$ cat src/rtl/mem_stage_pipe.sv
// mem_stage_pipe: registered memory stage with req/ack data memory handshake, store-data bypass and access timeout
module mem_stage_pipe #(
    parameter int DATA_W = 32,
    parameter int ADDR_W = 12,
    parameter logic [4:0] OPC_LW = 5'b01000,
    parameter logic [4:0] OPC_SW = 5'b00111,
    parameter int MAX_WAIT = 15
) (
    input  logic              clock,
    input  logic              reset,
    input  logic              valid_in,
    input  logic [31:0]       insn_in,
    input  logic [DATA_W-1:0] o_in,
    input  logic [DATA_W-1:0] b_in,
    input  logic              wm_bypass,
    input  logic [DATA_W-1:0] data_writeReg,
    output logic              stall_out,
    output logic              dmem_req,
    output logic              dmem_we,
    output logic [ADDR_W-1:0] dmem_addr,
    output logic [DATA_W-1:0] dmem_wdata,
    input  logic              dmem_ack,
    input  logic [DATA_W-1:0] dmem_rdata,
    output logic              valid_out,
    output logic [31:0]       insn_out,
    output logic [DATA_W-1:0] o_out,
    output logic [DATA_W-1:0] d_out,
    output logic              timeout_err
);
    typedef enum logic {IDLE, BUSY} state_t;
    state_t state;
    logic [7:0] cnt;
    logic [31:0] insn_q;
    logic [DATA_W-1:0] o_q;
    logic [4:0] opcode;
    logic is_mem;
    logic done;
    assign opcode = insn_in[31:27];
    assign is_mem = (opcode == OPC_LW) || (opcode == OPC_SW);
    assign done = dmem_ack || (cnt == 8'(MAX_WAIT - 1));
    assign stall_out = (state == BUSY);
    always_ff @(posedge clock) begin
        if (!reset) begin
            state       <= IDLE;
            cnt         <= '0;
            insn_q      <= '0;
            o_q         <= '0;
            dmem_req    <= 1'b0;
            dmem_we     <= 1'b0;
            dmem_addr   <= '0;
            dmem_wdata  <= '0;
            valid_out   <= 1'b0;
            insn_out    <= '0;
            o_out       <= '0;
            d_out       <= '0;
            timeout_err <= 1'b0;
        end else if (state == IDLE) begin
            valid_out <= valid_in && !is_mem;
            if (valid_in && is_mem) begin
                insn_q     <= insn_in;
                o_q        <= o_in;
                dmem_addr  <= o_in[ADDR_W-1:0];
                dmem_wdata <= wm_bypass ? data_writeReg : b_in;
                dmem_req   <= 1'b1;
                dmem_we    <= (opcode == OPC_SW);
                cnt        <= '0;
                state      <= BUSY;
            end else if (valid_in) begin
                insn_out <= insn_in;
                o_out    <= o_in;
                d_out    <= '0;
            end
        end else if (done) begin
            // a timed-out load completes like an ack but returns zero
            state       <= IDLE;
            dmem_req    <= 1'b0;
            valid_out   <= 1'b1;
            insn_out    <= insn_q;
            o_out       <= o_q;
            d_out       <= (dmem_ack && !dmem_we) ? dmem_rdata : '0;
            timeout_err <= timeout_err || !dmem_ack;
        end else begin
            cnt <= cnt + 8'd1;
        end
    end
endmodule
$ cat config.mk
export PLATFORM = sky130hd
export DESIGN_NAME = mem_stage_pipe
export DESIGN_NICKNAME = d
export VERILOG_FILES = /design/src/rtl/mem_stage_pipe.sv
export SDC_FILE = /design/constraint.sdc
export NUM_CORES = 1
export LEC_CHECK = 0
export ABC_AREA = 1
export ABC_CLOCK_PERIOD_IN_PS = 2650
export CAP_MARGIN = 20
export CELL_PAD_IN_SITES_DETAIL_PLACEMENT = 1
export CELL_PAD_IN_SITES_GLOBAL_PLACEMENT = 2
export CORE_MARGIN = 2
export CORE_UTILIZATION = 27
export CTS_CLUSTER_DIAMETER = 100
export DETAILED_ROUTE_END_ITERATION = 12
export PLACE_DENSITY = 0.88
export SLEW_MARGIN = 40
export SYNTH_ARGS = -nofsm -noshare
export SYNTH_HDL_FRONTEND = slang
export SYNTH_SLANG_ARGS = --single-unit
$ cat constraint.sdc
create_clock -name clock -period 2.65 [get_ports clock]
set_clock_uncertainty 0.15 [all_clocks]
set_input_delay 0.265 -clock clock [delete_from_list [all_inputs] [get_ports clock]]
set_output_delay 0.265 -clock clock [all_outputs]
set_load 0.02 [all_outputs]
==> flow_summary.ini <==
[run_status]
status = complete, no violations

[timing]
slew_violations = 0
rsz0062_at_grt = false
slew_headroom_pct = 58.6
period_share_pct = 85.2
finalHoldViolCount = 0
setup_viol = 0
fin_setup_tns_ns = 0
worst_pin_slew_ns = 0.618
fin_ws_ns = 0.391
max_freq_ghz = 0.443
timing.final.crit_period_ns = 2.26
fin_hold_ws_ns = 0.160

[hold_path]
hold_depth = 3
min_path_type = input port to register

[clock_tree]
clock-root-buffer = clkbuf_16
cts_made_buffers = 25
cts_tree = done
clockBufferDepth = 3
clk_latency_ns = 0.53
post_cts_resized = 0
clock-sinks = 205
clk_pin_slew_ns = 0.06
htree_levels = 1

[synthesis]
synth_cell_types = 27
ys.flop_type = dfxtp_1
synth.area.top_cells = dfxtp_1 (44%), nand3_1 (7.5%), nand2_1 (7.5%)
synth_fp_nets = 1468
syn_avg_cell_area_um2 = 7.25
ys_ff_latch = 205
synth_area_mm2 = 0.00943
ys_top_cells_by_count = dfxtp_1 (205), nand2_1 (188), nor2_1 (180)
synthCells = 1301
yosysTopAreaCellShare_pct = 43.5
synth-seq-area-share_pct = 43.5
synthArstFlopShare_pct = 0
yosys.area.top_type = dfxtp_1
synth_edf_count = 0
synth_most_common_cell = dfxtp_1
yosys_warnings = 0

[final_layout]
finish.utilization_pct = 39.8
nNetsFinal = 1726
fin_area_mm2 = 0.0137
syn2layout_area_growth_pct = 45.6
instances_no_fill = 2028
drive_gt1_share_pct = 9.86

[die]
pin_count = 310
die_area_mm2 = 0.0364
fp.coreArea_mm2 = 0.0345
num_rows = 68
die_w_um = 191
die_h_um = 191
start_util_pct = 27.4

[placed_design]
dp_hpwl_um = 22500
placed_cells = 1986
place.gp.congestion = 0.766
pre_cts_slack_ns = 0.372
io_buffers = 309
place_area_mm2 = 0.0129

[global_routing]
globalRoute.totalOverflow = 0
track_usage_pct = 17.2
grt_pass1_vias = 9522
antenna_found_initial = 0
grt_max_degree = 117
grt_pass1_wl_um = 51000

[pwr]
swShare_pct = 25.6
power_density_mw_per_mm2 = 575
power.leakage_nw = 5.32
pwr-share-clk_pct = 43.2
power_switching_mw = 2.02
power.total_mw = 7.89
pwr-share-comb_pct = 15.4
intPower_mw = 5.87
p_seq_share_pct = 41.4
ir_worst_vdd_mv = 0.410

[setup_path]
critPathKind = register to output port
slowest_delay_ns = 0.71
cp.required_ns = 2.24
crit_fanout = 16
critPathLaunchType = register
critPathTopFamily = buffers and inverters
cp-end-kind = output port
crit_cells = 1
cp.arrival_ns = 1.84
path_buf_inv = 1
cp_slowest_cell = clkdlybuf4s50_1
worstPathCellList = clkdlybuf4s50_1
worstRegToRegCells = 10

[detailed_routing]
wire_per_inst_um = 15.7
drcViolationCount = 0
vias = 9355
ant_nets = 0
dr.pass1.iters = 4
vias_per_cell = 4.61
finalWirelength_um = 31900
dr.first_iter.drc_count = 274

[flow_run]
maxCapViolCount = 0
cell families (layout without fill, tap and decap cells):
kind of cell | Yosys count | after routing | synth area share [%]
buf+inv | 243 | 514 | 11.7
flops | 205 | 205 | 43.5
mux | 32 | 32 | 3.82
simple gates | 519 | 519 | 22.9
fa+ha+maj | 2 | 2 | 0.265
other cells | 0 | 1 | 0
compound gates | 300 | 300 | 17.9
power groups by stage:
stage | clock network, mW | registers [mW] | logic, mW
floorplan | 0 | 3.44 | 0.497
global route | 3.65 | 3.28 | 1.34
global placement | 0 | 3.33 | 1.21
CTS | 3.54 | 3.27 | 1.24
finish | 3.41 | 3.27 | 1.22
detailed placement | 0 | 3.34 | 1.23
cells in the final DEF (no fill, tap or decap), drive strengths merged, types with 32 or more instances in the layout:
cell type	n
nand2	190
nor2	181
inv	128
mux2	32
a21oi	155
clkbuf	37
dfxtp	205
buf	36
o21ai	142
nand3	142
clkdlybuf4s50	308
routing by layer:
layer | vias up | routed length (um) | track usage (%)
met1 | 4354 | 13700 | 21.1
met4 | 0 | 598 | 3.85
met3 | 42 | 2730 | 5.28
li1 | 4697 | - | -
met5 | - | 0 | 0
met2 | 262 | 14900 | 29.5
state kept, by name, indices dropped and copies added, names as in the netlist:
signal and cells:
insn_q 32, timeout_err 1, valid_out 1, insn_out 32, dmem_wdata 32, o_q 21
stall_out 1, dmem_req 1, d_out 32, dmem_we 1, dmem_addr 11, o_out 32
cnt 8
area by class of cell:
| type | instances | area, um^2 |
|---|---|---|
| multi-input combinational | 853 | 4250 |
| timing repair buffer | 345 | 3530 |
| clock inverter | 3 | 68.8 |
| sequential | 205 | 4110 |
| inverter | 129 | 485 |
| antenna | 1 | 2.50 |
| tap | 455 | 569 |
| fill | 4151 | 20700 |
| clock buffer | 37 | 721 |
final timing paths:
| check | slack (ns) | start | to |
|---|---|---|---|
| worst min register to register | 0.29 | insn_q[31] | insn_q[31] |
| worst max-delay path | 0.39 | stall_out | stall_out |
| worst min-delay path | 0.16 | dmem_rdata[19] | d_out[19] |
| worst max register to register | 0.42 | cnt[0] | d_out[16] |
timing repair:
action | 4_1_cts | 5_1_grt
hold buffers | 1 | 0
setup buffers | 0 | 0
hold endpoints to repair | 14 | 0
(Power assumes the default switching activity.)
